==> config.mk <==
export PLATFORM = sky130hd
export DESIGN_NAME = mem_stage
export DESIGN_NICKNAME = d
export VERILOG_FILES = /design/src/rtl/mem_stage_pkg.sv /design/src/rtl/mem_stage_align.sv /design/src/rtl/mem_stage.sv
export SDC_FILE = /design/constraint.sdc
export NUM_CORES = 1
export LEC_CHECK = 0
export CAP_MARGIN = 20
export CORE_MARGIN = 4
export CORE_UTILIZATION = 50
export CTS_CLUSTER_SIZE = 24
export DETAILED_ROUTE_END_ITERATION = 7
export PLACE_DENSITY = 0.85
export SLEW_MARGIN = 10
export SYNTH_ARGS = -nofsm -noshare
export SYNTH_HDL_FRONTEND = slang
export SYNTH_SLANG_ARGS = --single-unit
export TNS_END_PERCENT = 20
==> constraint.sdc <==
create_clock -name clk -period 6.9 [get_ports clk]
set_input_delay 1.38 -clock clk [delete_from_list [all_inputs] [get_ports clk]]
set_output_delay 1.38 -clock clk [all_outputs]
set_load 0.05 [all_outputs]
==> src/rtl/mem_stage_pkg.sv <==
// mem_stage_pkg: memory-op encodings, FSM states and writeback selects shared across the pipeline
package mem_stage_pkg;

    typedef enum logic [4:0] {
        MEM_NONE = 5'd0,
        MEM_SB   = 5'd1,
        MEM_SH   = 5'd2,
        MEM_SW   = 5'd3,
        MEM_LB   = 5'd4,
        MEM_LBU  = 5'd5,
        MEM_LH   = 5'd6,
        MEM_LHU  = 5'd7,
        MEM_LW   = 5'd8
    } mem_op_e;

    typedef enum logic [1:0] {
        IDLE = 2'd0,
        REQ  = 2'd1,
        RESP = 2'd2
    } state_e;

    localparam logic [3:0] WB_ALU = 4'd0;
    localparam logic [3:0] WB_MEM = 4'd1;
    localparam logic [3:0] WB_PC4 = 4'd2;
    localparam logic [3:0] WB_CSR = 4'd3;

    function automatic logic is_mem_op(input logic [4:0] op);
        return op >= MEM_SB && op <= MEM_LW;
    endfunction

    function automatic logic is_store_op(input logic [4:0] op);
        return op == MEM_SB || op == MEM_SH || op == MEM_SW;
    endfunction

    // halfwords need bit 0 clear, words need both low bits clear; bytes never fault
    function automatic logic is_misaligned(input logic [4:0] op, input logic [1:0] lo);
        return ((op == MEM_SH || op == MEM_LH || op == MEM_LHU) && lo[0]) ||
               ((op == MEM_SW || op == MEM_LW) && lo != 2'b00);
    endfunction

endpackage

==> src/rtl/mem_stage_align.sv <==
// mem_align: store lane shift/mask and load lane extract/extend, purely combinational
module mem_align
    import mem_stage_pkg::*;
#(
    parameter int XLEN = 32
) (
    input  logic [4:0]      op,
    input  logic [1:0]      addr_lo,
    input  logic [XLEN-1:0] wsrc,
    input  logic [XLEN-1:0] rword,
    output logic [3:0]      wmask,
    output logic [XLEN-1:0] wdata,
    output logic [XLEN-1:0] rdata
);

    logic [7:0]  b;
    logic [15:0] h;

    // pick the addressed lanes, then build masks and extended load data
    always_comb begin
        b     = rword[{addr_lo, 3'b000} +: 8];
        h     = rword[{addr_lo[1], 4'b0000} +: 16];
        wmask = op == MEM_SB ? 4'b0001 << addr_lo :
                op == MEM_SH ? (addr_lo[1] ? 4'b1100 : 4'b0011) :
                op == MEM_SW ? 4'b1111 : 4'b0000;
        wdata = op == MEM_SB ? {4{wsrc[7:0]}} :
                op == MEM_SH ? {2{wsrc[15:0]}} : wsrc;
        rdata = op == MEM_LB  ? {{(XLEN-8){b[7]}}, b} :
                op == MEM_LBU ? {{(XLEN-8){1'b0}}, b} :
                op == MEM_LH  ? {{(XLEN-16){h[15]}}, h} :
                op == MEM_LHU ? {{(XLEN-16){1'b0}}, h} :
                op == MEM_LW  ? rword : '0;
    end

endmodule

==> src/rtl/mem_stage.sv <==
// mem_stage: data-memory access stage with valid/ready requests, load alignment and upstream stall
module mem_stage
    import mem_stage_pkg::*;
#(
    parameter int XLEN   = 32,
    parameter int ADDR_W = 32
) (
    input  logic              clk,
    input  logic              rst_n,
    input  logic              in_valid,
    input  logic [XLEN-1:0]   in_reg_pc,
    input  logic [XLEN-1:0]   in_alu_out,
    input  logic [XLEN-1:0]   in_rs2_data,
    input  logic [4:0]        in_mem_op,
    input  logic              in_rf_wen,
    input  logic [3:0]        in_wb_sel,
    input  logic [4:0]        in_wb_addr,
    output logic              dmem_req_valid,
    input  logic              dmem_req_ready,
    output logic [ADDR_W-1:0] dmem_addr,
    output logic              dmem_wen,
    output logic [3:0]        dmem_wmask,
    output logic [XLEN-1:0]   dmem_wdata,
    input  logic              dmem_rvalid,
    input  logic [XLEN-1:0]   dmem_rdata,
    output logic              stall,
    output logic              out_valid,
    output logic [XLEN-1:0]   out_reg_pc,
    output logic [XLEN-1:0]   out_alu_out,
    output logic [XLEN-1:0]   out_load_data,
    output logic              out_rf_wen,
    output logic [3:0]        out_wb_sel,
    output logic [4:0]        out_wb_addr,
    output logic              out_misaligned
);

    state_e          state;
    logic [XLEN-1:0] c_pc, c_alu, c_rs2;
    logic [4:0]      c_op, c_wb_addr;
    logic            c_rf_wen;
    logic [3:0]      c_wb_sel;

    logic            idle, mis, go, bypass, store, accept, resp_done, retire;
    logic [XLEN-1:0] sel_pc, sel_alu, sel_rs2, load_data;
    logic [4:0]      sel_op, sel_wb_addr;
    logic            sel_rf_wen;
    logic [3:0]      sel_wb_sel;

    // in IDLE the live bundle drives everything; otherwise the captured copy does
    assign idle        = state == IDLE;
    assign sel_pc      = idle ? in_reg_pc   : c_pc;
    assign sel_alu     = idle ? in_alu_out  : c_alu;
    assign sel_rs2     = idle ? in_rs2_data : c_rs2;
    assign sel_op      = idle ? in_mem_op   : c_op;
    assign sel_rf_wen  = idle ? in_rf_wen   : c_rf_wen;
    assign sel_wb_sel  = idle ? in_wb_sel   : c_wb_sel;
    assign sel_wb_addr = idle ? in_wb_addr  : c_wb_addr;

    assign mis       = is_misaligned(in_mem_op, in_alu_out[1:0]);
    assign go        = idle && in_valid && is_mem_op(in_mem_op) && !mis;
    assign bypass    = idle && in_valid && !go;
    assign store     = is_store_op(sel_op);
    assign accept    = dmem_req_valid && dmem_req_ready;
    assign resp_done = state == RESP && dmem_rvalid;
    assign retire    = bypass || (accept && store) || resp_done;

    assign dmem_req_valid = go || state == REQ;
    assign dmem_addr      = {sel_alu[ADDR_W-1:2], 2'b00};
    assign dmem_wen       = dmem_req_valid && store;
    assign stall          = !idle || (go && !dmem_req_ready);

    mem_align #(.XLEN(XLEN)) u_align (
        .op      (sel_op),
        .addr_lo (sel_alu[1:0]),
        .wsrc    (sel_rs2),
        .rword   (dmem_rdata),
        .wmask   (dmem_wmask),
        .wdata   (dmem_wdata),
        .rdata   (load_data)
    );

    // access FSM, bundle capture and registered writeback outputs
    always_ff @(posedge clk or negedge rst_n) begin
        if (!rst_n) begin
            state          <= IDLE;
            c_pc           <= '0;
            c_alu          <= '0;
            c_rs2          <= '0;
            c_op           <= '0;
            c_rf_wen       <= 1'b0;
            c_wb_sel       <= '0;
            c_wb_addr      <= '0;
            out_valid      <= 1'b0;
            out_reg_pc     <= '0;
            out_alu_out    <= '0;
            out_load_data  <= '0;
            out_rf_wen     <= 1'b0;
            out_wb_sel     <= '0;
            out_wb_addr    <= '0;
            out_misaligned <= 1'b0;
        end else begin
            if (idle) begin
                c_pc      <= in_reg_pc;
                c_alu     <= in_alu_out;
                c_rs2     <= in_rs2_data;
                c_op      <= in_mem_op;
                c_rf_wen  <= in_rf_wen;
                c_wb_sel  <= in_wb_sel;
                c_wb_addr <= in_wb_addr;
            end
            out_valid      <= retire;
            out_misaligned <= bypass && mis;
            if (retire) begin
                out_reg_pc    <= sel_pc;
                out_alu_out   <= sel_alu;
                out_wb_sel    <= sel_wb_sel;
                out_wb_addr   <= sel_wb_addr;
                out_rf_wen    <= sel_rf_wen && !(bypass && mis);
                out_load_data <= resp_done ? load_data : '0;
            end
            state <= accept ? (store ? IDLE : RESP) :
                     go ? REQ :
                     resp_done ? IDLE : state;
        end
    end

endmodule
==> results of run 1 <==
[path summary, 6_finish.rpt]
| check | startpoint | to | slack (ps) | cells after the start |
|---|---|---|---|---|
| worst max-delay path | in_mem_op[1] | dmem_wmask[0] | 1060 | 9 |
| worst min-delay path | c_rf_wen$_DFF_PN0_ | c_rf_wen$_DFF_PN0_ | 460 | 2 |
| worst max register to register | state[1]$_DFFE_PN0P_ | out_alu_out[16]$_DFFE_PN0P_ | 2990 | 8 |
| worst min register to register | c_rf_wen$_DFF_PN0_ | c_rf_wen$_DFF_PN0_ | 460 | 2 |
| max in group asynchronous | rst_n | c_pc[0]$_DFF_PN0_ | 4780 | 2 |
| min in group asynchronous | rst_n | out_reg_pc[16]$_DFFE_PN0P_ | 840 | 1 |
[power by group through the flow]
stage	logic [mW]	registers, mW	clock network, mW
floorplan	0.924	2.29	0
global placement	2.15	1.71	0
detailed placement	2.18	1.72	0
CTS	2.19	1.71	1.43
global route	2.28	1.74	1.48
finish	2.18	1.71	1.41
[metal layers]
layer	GRT usage, %	part of all wire [%]	vias up
li1	-	-	3580
met1	31.2	40	3759
met2	40.2	49	288
met3	5.48	6.7	69
met4	8.48	4.1	0
met5	0	0	-
[critical path, stage by stage]
cell and delay, ps:
sky130_fd_sc_hd__clkdlybuf4s50_1 550, sky130_fd_sc_hd__or4_1 580, sky130_fd_sc_hd__o31ai_1 170, sky130_fd_sc_hd__nand2_1 170, sky130_fd_sc_hd__nor2_2 100, sky130_fd_sc_hd__buf_4 310, sky130_fd_sc_hd__a21oi_1 130, sky130_fd_sc_hd__o21ai_0 230
sky130_fd_sc_hd__clkdlybuf4s50_1 840
[final cells by class]
cell class / count / area (µm²) / share of cell area, %
sequential: 221 / 5530 / 39.1
multi-input combinational: 567 / 3940 / 27.8
timing repair buffer: 335 / 3310 / 23.4
clock buffer: 41 / 816 / 5.77
tap: 270 / 338 / 2.39
inverter: 35 / 139 / 0.982
clock inverter: 5 / 78.8 / 0.557
[kinds of logic after synthesis]
group | count (synthesis)
other cells | 1
mux | 137
flops | 221
simple gates | 315
buf+inv | 124
compound gates | 113
[sequential cells by signal (all words and copies together) (netlist names)]
name            flops
c_wb_addr           5
c_wb_sel            4
out_alu_out        32
out_reg_pc         32
out_rf_wen          1
c_alu              32
out_load_data      32
out_wb_sel          4
out_wb_addr         5
c_op                5
state               2
out_misaligned      1
c_rs2              32
out_valid           1
c_rf_wen            1
c_pc               32
[cell usage in the layout (no fill, tap or decap), types with 3 or more instances in the layout]
cell / instances
sky130_fd_sc_hd__clkdlybuf4s50_1: 315
sky130_fd_sc_hd__nand2_1: 275
sky130_fd_sc_hd__dfrtp_1: 221
sky130_fd_sc_hd__mux2_4: 70
sky130_fd_sc_hd__mux2i_1: 55
sky130_fd_sc_hd__inv_1: 34
sky130_fd_sc_hd__clkbuf_16: 25
sky130_fd_sc_hd__buf_4: 19
sky130_fd_sc_hd__a22o_1: 17
sky130_fd_sc_hd__a21o_1: 16
sky130_fd_sc_hd__o21ai_0: 15
sky130_fd_sc_hd__clkbuf_8: 13
sky130_fd_sc_hd__mux2_2: 10
sky130_fd_sc_hd__a221oi_1: 8
sky130_fd_sc_hd__o2bb2ai_1: 8
sky130_fd_sc_hd__a21oi_1: 7
sky130_fd_sc_hd__a22oi_1: 7
sky130_fd_sc_hd__o221ai_1: 7
sky130_fd_sc_hd__o22ai_1: 7
sky130_fd_sc_hd__nand3_1: 6
sky130_fd_sc_hd__nor3_1: 5
sky130_fd_sc_hd__nor2_1: 5
sky130_fd_sc_hd__and2_1: 3
sky130_fd_sc_hd__clkbuf_1: 3
==> metrics.txt, run 1 <==
# TYPE chip_impl_metric gauge
chip_impl_metric{name="wirelength",unit="µm"} 28400
chip_impl_metric{name="syn_area_per_cell",unit="µm²"} 11.2
chip_impl_metric{name="wl_per_cell",unit="µm"} 19.2
chip_impl_metric{name="cts-root-to-sink-buffers",unit=""} 3
chip_impl_metric{name="maxSlewHeadroom",unit="%"} 38.7
chip_impl_metric{name="postSynthRegisterBits",unit=""} 221
chip_impl_metric{name="post-place-ws",unit="ps"} 1090
chip_impl_info{name="timing.setup.critical_path_class",value="input pin to output pin"} 1
chip_impl_metric{name="utilization",unit="%"} 70.1
chip_impl_info{name="clock_root_buffer",value="sky130_fd_sc_hd__clkbuf_16"} 1
chip_impl_metric{name="fin_ws",unit="ps"} 1060
chip_impl_metric{name="fin_hold_ws",unit="ps"} 465
chip_impl_metric{name="timing.fmax",unit="GHz"} 0.171
chip_impl_metric{name="layoutNonFillerInstCount",unit=""} 1474
chip_impl_metric{name="cts.clk_slew.worst_paths",unit="ps"} 60
chip_impl_metric{name="tightestPinTransition",unit="ps"} 920
chip_impl_info{name="endpoint_kind",value="output pin"} 1
chip_impl_metric{name="vias",unit=""} 7696
chip_impl_metric{name="clock-skew-final",unit="ps"} 14.8
chip_impl_metric{name="cells_after_synthesis",unit=""} 911
chip_impl_metric{name="floorplan.core_area",unit="µm²"} 20200
chip_impl_metric{name="post_cts_buffers",unit=""} 0
chip_impl_info{name="tritoncts",value="done"} 1
chip_impl_metric{name="yosys_warnings",unit=""} 0
chip_impl_metric{name="die_width",unit="µm"} 151
chip_impl_metric{name="cts_inserted_buffers",unit=""} 25
chip_impl_metric{name="syn_to_final_growth",unit="%"} 38.5
chip_impl_metric{name="firstDrtPassIters",unit=""} 5
chip_impl_metric{name="rows",unit=""} 52
chip_impl_metric{name="p_clk_share",unit="%"} 26.5
chip_impl_info{name="dominantRegCellSynth",value="sky130_fd_sc_hd__dfrtp_1"} 1
chip_impl_metric{name="critPathMaxFanout",unit=""} 19
chip_impl_metric{name="syn_area",unit="µm²"} 10200
chip_impl_metric{name="antenna_cells_inserted",unit=""} 0
chip_impl_info{name="synthTopCellsByArea",value="sky130_fd_sc_hd__dfrtp_1 (54%), sky130_fd_sc_hd__mux2_4 (10%), sky130_fd_sc_hd__nand2_1 (10%), sky130_fd_sc_hd__mux2i_1 (5.4%), sky130_fd_sc_hd__buf_4 (2.9%)"} 1
chip_impl_metric{name="initial_utilization",unit="%"} 50.6
chip_impl_metric{name="final_area",unit="µm²"} 14100
chip_impl_metric{name="fill_cells",unit=""} 1450
chip_impl_metric{name="floorplan.die_area",unit="µm²"} 22800
chip_impl_metric{name="critical_path_required",unit="ps"} 5520
chip_impl_metric{name="drt_drc_violations_left",unit=""} 0
chip_impl_metric{name="antenna_found_initial",unit=""} 0
chip_impl_metric{name="post_synth_mux_area_share",unit="%"} 17.0
chip_impl_metric{name="clock_tree.htree_level_count",unit=""} 1
chip_impl_metric{name="drt-initial-drc-count",unit=""} 350
chip_impl_info{name="yosys-top-cells-count",value="sky130_fd_sc_hd__nand2_1 (275), sky130_fd_sc_hd__dfrtp_1 (221), sky130_fd_sc_hd__mux2_4 (70)"} 1
chip_impl_metric{name="design.portCount",unit=""} 327
chip_impl_metric{name="placedCellCount",unit=""} 1427
chip_impl_metric{name="die_span_in_y",unit="µm"} 151
chip_impl_metric{name="synth_adder_area_share",unit="%"} 0
chip_impl_metric{name="internal_power",unit="mW"} 3.25
chip_impl_metric{name="globalplace.congestion",unit=""} 0.923
chip_impl_metric{name="port_buffers",unit=""} 324
chip_impl_metric{name="power",unit="mW"} 5.30
chip_impl_metric{name="post_synth_and_or_nand_nor_area_fraction",unit="%"} 12.7
chip_impl_info{name="combinational_family_with_the_most_area_after_synthesis",value="multiplexers"} 1
chip_impl_metric{name="final_nets",unit=""} 1333
chip_impl_metric{name="power_density_over_the_cells",unit="nW/µm²"} 375
chip_impl_metric{name="finalMaxSlewViolations",unit=""} 0
chip_impl_metric{name="globalRoute.totalOverflow",unit=""} 0
chip_impl_metric{name="async_set_or_reset_register_ratio_after_synthesis",unit="%"} 100
chip_impl_metric{name="global_route.usage.total",unit="%"} 24.1
chip_impl_metric{name="synth_top_area_share",unit="%"} 54.1
chip_impl_metric{name="post-dp-hpwl",unit="µm"} 19500
chip_impl_metric{name="synth_compound_gate_area_share",unit="%"} 8.64
chip_impl_metric{name="setup_viol",unit=""} 0
chip_impl_metric{name="vias_in_the_first_global_route",unit=""} 8154
chip_impl_metric{name="crit_arrival",unit="ps"} 4460
chip_impl_metric{name="viasPerCell",unit=""} 5.22
chip_impl_metric{name="setup_tns",unit="ps"} 0
chip_impl_metric{name="clock-sinks",unit=""} 221
chip_impl_metric{name="post_route_cells_drive_above_1_share",unit="%"} 13.1
chip_impl_metric{name="period_share",unit="%"} 84.6
chip_impl_metric{name="power_switching",unit="mW"} 2.05
chip_impl_metric{name="worstSkewPairLatency",unit="ps"} 520
chip_impl_metric{name="routed_antenna_nets",unit=""} 0
chip_impl_metric{name="synth_sequential_area_ratio",unit="%"} 54.1
chip_impl_metric{name="wire_length_of_the_first_global_routing_pass",unit="µm"} 43900
chip_impl_metric{name="dpl-instance-area",unit="µm²"} 13200
chip_impl_metric{name="cts_hold_buffers",unit=""} 0
chip_impl_metric{name="min_period",unit="ps"} 5840
chip_impl_metric{name="worst_ir_drop_vdd",unit="mV"} 0.260
chip_impl_info{name="run_status",value="complete, no violations"} 1
chip_impl_metric{name="ctsResizeCount",unit=""} 0
chip_impl_metric{name="grt_max_degree",unit=""} 94
chip_impl_info{name="yosysTopAreaCell",value="sky130_fd_sc_hd__dfrtp_1"} 1
chip_impl_metric{name="power_frac_seq",unit="%"} 32.3
chip_impl_metric{name="p_comb_share",unit="%"} 41.2
chip_impl_metric{name="cap_viol_max_count",unit=""} 0
chip_impl_info{name="timing.hold.worst.class",value="flop to flop"} 1
chip_impl_info{name="post-synth-top-count-cell",value="sky130_fd_sc_hd__nand2_1"} 1
chip_impl_metric{name="synth_enable_flop_cells",unit=""} 0
chip_impl_metric{name="leakage",unit="nW"} 6.71
chip_impl_info{name="start_kind",value="input pin"} 1
chip_impl_metric{name="switching_share",unit="%"} 38.7
chip_impl_metric{name="yosys.cell_types.count",unit=""} 61
chip_impl_metric{name="final_hold_viol_count",unit=""} 0
chip_impl_metric{name="synth_xor_area_share",unit="%"} 0
chip_impl_info{name="rsz0062_at_grt",value="false"} 1
Power figures use the tool's default switching activity.
==> inputs of run 2 (changes only) <==
--- a/config.mk
+++ b/config.mk
@@ -7,10 +7,10 @@
 export LEC_CHECK = 0
 export CAP_MARGIN = 20
 export CORE_MARGIN = 4
-export CORE_UTILIZATION = 50
+export CORE_UTILIZATION = 42
 export CTS_CLUSTER_SIZE = 24
 export DETAILED_ROUTE_END_ITERATION = 7
-export PLACE_DENSITY = 0.85
+export PLACE_DENSITY = 0.76
 export SLEW_MARGIN = 10
 export SYNTH_ARGS = -nofsm -noshare
 export SYNTH_HDL_FRONTEND = slang
==> constraint.sdc (replaced) <==
create_clock -name clk -period 5.2 [get_ports clk]
set_input_delay 1.04 -clock clk [delete_from_list [all_inputs] [get_ports clk]]
set_output_delay 1.04 -clock clk [all_outputs]
set_load 0.05 [all_outputs]
==> run 2 against run 1 <==
Net effect: total power rose by 30%; hold slack improved by 2.3 ps; count of clock-buffer cells in the layout fell by 3; utilization fell by 9.1 points; clock power rose by 16%; via count rose by 0.31%; final area rose by 2.1%; critical path depth did not move; register-to-register slack got worse by 1100 ps; sequential cell count did not move; first-iteration DRC count rose by 57%; critical endpoint is now dmem_wdata[21]; largest power group unchanged.
==> metrics.txt, run 2 (synthesized netlist as in run 1, its figures left out) <==
# TYPE chip_impl_metric gauge
chip_impl_metric{name="cp_buf_inv_count",unit=""} 3
chip_impl_metric{name="fill_cells",unit=""} 1960
chip_impl_metric{name="cts_inserted_buffers",unit=""} 25
chip_impl_metric{name="final_hold_viol_count",unit=""} 0
chip_impl_metric{name="rr_worst_depth",unit=""} 8
chip_impl_metric{name="worstSkewPairLatency",unit="ps"} 510
chip_impl_metric{name="critPathMaxFanout",unit=""} 19
chip_impl_metric{name="viasPerCell",unit=""} 5.05
chip_impl_metric{name="cts-root-to-sink-buffers",unit=""} 3
chip_impl_metric{name="clock-skew-final",unit="ps"} 9.17
chip_impl_metric{name="critical_path_required",unit="ps"} 4160
chip_impl_metric{name="firstDrtPassIters",unit=""} 5
chip_impl_metric{name="wirelength",unit="µm"} 28400
chip_impl_metric{name="tightestPinTransition",unit="ps"} 816
chip_impl_metric{name="drt-initial-drc-count",unit=""} 548
chip_impl_info{name="endpoint_kind",value="output pin"} 1
chip_impl_metric{name="ctsResizeCount",unit=""} 0
chip_impl_metric{name="post_cts_buffers",unit=""} 0
chip_impl_info{name="mostFrequentLayoutCells",value="sky130_fd_sc_hd__clkdlybuf4s50_1 (294), sky130_fd_sc_hd__nand2_1 (275), sky130_fd_sc_hd__dfrtp_1 (221), sky130_fd_sc_hd__mux2_4 (70), sky130_fd_sc_hd__mux2i_1 (55)"} 1
chip_impl_metric{name="port_buffers",unit=""} 324
chip_impl_info{name="run_status",value="complete, no violations"} 1
chip_impl_metric{name="fin_hold_ws",unit="ps"} 467
chip_impl_metric{name="leakage",unit="nW"} 6.81
chip_impl_metric{name="drt_drc_violations_left",unit=""} 0
chip_impl_metric{name="syn_to_final_growth",unit="%"} 41.4
chip_impl_metric{name="clock-sinks",unit=""} 221
chip_impl_metric{name="holdPathStages",unit=""} 2
chip_impl_metric{name="timing.fmax",unit="GHz"} 0.212
chip_impl_metric{name="setup_tns",unit="ps"} 0
chip_impl_metric{name="global_route.usage.total",unit="%"} 20.6
chip_impl_info{name="timing.setup.critical_path_class",value="input pin to output pin"} 1
chip_impl_metric{name="wire_length_of_the_first_global_routing_pass",unit="µm"} 44600
chip_impl_metric{name="routed_antenna_nets",unit=""} 0
chip_impl_info{name="path_cells",value="clkdlybuf4s50_1, or4_1, o31ai_1, nand2_1, nor2_2, buf_4, nor2_1, mux2_2, buf_12"} 1
chip_impl_info{name="min_to",value="c_rf_wen$_DFF_PN0_"} 1
chip_impl_metric{name="clock_tree.htree_level_count",unit=""} 1
chip_impl_metric{name="globalplace.congestion",unit=""} 0.919
chip_impl_metric{name="power",unit="mW"} 6.90
chip_impl_info{name="clock_root_buffer",value="sky130_fd_sc_hd__clkbuf_16"} 1
chip_impl_metric{name="wl_per_cell",unit="µm"} 18.6
chip_impl_metric{name="rows",unit=""} 56
chip_impl_metric{name="finalMaxSlewViolations",unit=""} 0
chip_impl_info{name="critical_path.reg2reg.endpoint",value="out_reg_pc[4]$_DFFE_PN0P_"} 1
chip_impl_info{name="crit_family",value="simple AND/OR/NAND/NOR gates"} 1
chip_impl_metric{name="r2r_slack",unit="ps"} 1890
chip_impl_metric{name="antenna_found_initial",unit=""} 1
chip_impl_metric{name="post_route_cells_drive_above_1_share",unit="%"} 14.6
chip_impl_metric{name="final_nets",unit=""} 1338
chip_impl_info{name="rsz0062_at_grt",value="false"} 1
chip_impl_metric{name="floorplan.die_area",unit="µm²"} 26900
chip_impl_info{name="critical_path_s_slowest_cell",value="sky130_fd_sc_hd__or4_1"} 1
chip_impl_metric{name="power_density_over_the_cells",unit="nW/µm²"} 477
chip_impl_metric{name="cap_viol_max_count",unit=""} 0
chip_impl_info{name="start_kind",value="input pin"} 1
chip_impl_metric{name="vias_in_the_first_global_route",unit=""} 8160
chip_impl_metric{name="globalRoute.totalOverflow",unit=""} 0
chip_impl_metric{name="maxSlewHeadroom",unit="%"} 45.6
chip_impl_metric{name="period_share",unit="%"} 90.9
chip_impl_info{name="leading_cell_type_in_the_layout_fill_and_taps_excluded",value="sky130_fd_sc_hd__clkdlybuf4s50_1"} 1
chip_impl_info{name="timing.hold.worst.class",value="flop to flop"} 1
chip_impl_metric{name="min_period",unit="ps"} 4730
chip_impl_metric{name="grt_max_degree",unit=""} 119
chip_impl_metric{name="design.portCount",unit=""} 327
chip_impl_info{name="timing.rr.start",value="state[1]$_DFFE_PN0P_"} 1
chip_impl_metric{name="delay_of_the_slowest_critical_path_stage",unit="ps"} 580
chip_impl_metric{name="cts.clk_slew.worst_paths",unit="ps"} 60
chip_impl_metric{name="cts_hold_buffers",unit=""} 0
chip_impl_metric{name="setup_viol",unit=""} 0
chip_impl_info{name="worstHoldStart",value="c_rf_wen$_DFF_PN0_"} 1
chip_impl_info{name="tritoncts",value="done"} 1
chip_impl_metric{name="utilization",unit="%"} 61.0
chip_impl_metric{name="die_span_in_y",unit="µm"} 164
chip_impl_metric{name="die_width",unit="µm"} 164
chip_impl_metric{name="post-dp-hpwl",unit="µm"} 20200
chip_impl_metric{name="crit_arrival",unit="ps"} 3690
chip_impl_metric{name="vias",unit=""} 7720
chip_impl_metric{name="initial_utilization",unit="%"} 43.1
chip_impl_metric{name="worst_ir_drop_vdd",unit="mV"} 0.269
chip_impl_metric{name="floorplan.core_area",unit="µm²"} 23700
==> run 2: where the power goes <==
part / internal, mW / switching [mW] / total [mW]
clock: 0.936 / 0.691 / 1.63
combinational: 1.16 / 1.84 / 3.01
sequential: 2.08 / 0.180 / 2.26
total: 4.18 / 2.72 / 6.90
==> run 2: worst max-delay path by stage <==
stage,depth (start not counted),from,end
6_report,9,in_mem_op[1],dmem_wdata[21]
5_1_grt,9,in_mem_op[1],dmem_wdata[19]
4_1_cts,9,in_mem_op[1],dmem_wdata[19]
3_5_place_dp,9,in_mem_op[1],dmem_wdata[19]
3_3_place_gp,9,in_mem_op[1],dmem_wdata[21]
2_1_floorplan,7,in_mem_op[1],dmem_wmask[0]
==> run 2: metrics by stage <==
stage | worst slack (ps) | instances | instance area [µm²]
after floorplan | 637 | 912 | 10200
after global placement | 553 | 1482 | 13700
after detailed placement | 503 | 1482 | 13700
after CTS | 490 | 1528 | 14400
after global routing | 335 | 1529 | 14400
final | 472 | 1529 | 14400
==> run 2: routing by layer <==
layer	track usage, %	wire (µm)
met3	5.62	2120
met1	26.2	11500
met4	7.17	1010
met2	34.2	13800
met5	0	0
==> run 2: cell type report <==
type / count / area, µm² / area share (%)
antenna: 1 / 2.50 / 0.0173
clock buffer: 38 / 704 / 4.88
clock inverter: 8 / 51.3 / 0.355
inverter: 35 / 139 / 0.961
multi-input combinational: 567 / 3940 / 27.2
sequential: 221 / 5530 / 38.3
tap: 319 / 399 / 2.76
timing repair buffer: 340 / 3680 / 25.5
==> run 2: worst register-to-register path: cells and delay by family (launching register included) <==
| kind | cells | cell delay (ps) |
|---|---|---|
| AND/OR/NAND/NOR | 1 | 190 |
| AO/OA/AOI/OAI | 4 | 1330 |
| buffers and inverters | 2 | 630 |
| flip-flops | 1 | 730 |
| multiplexers | 1 | 320 |
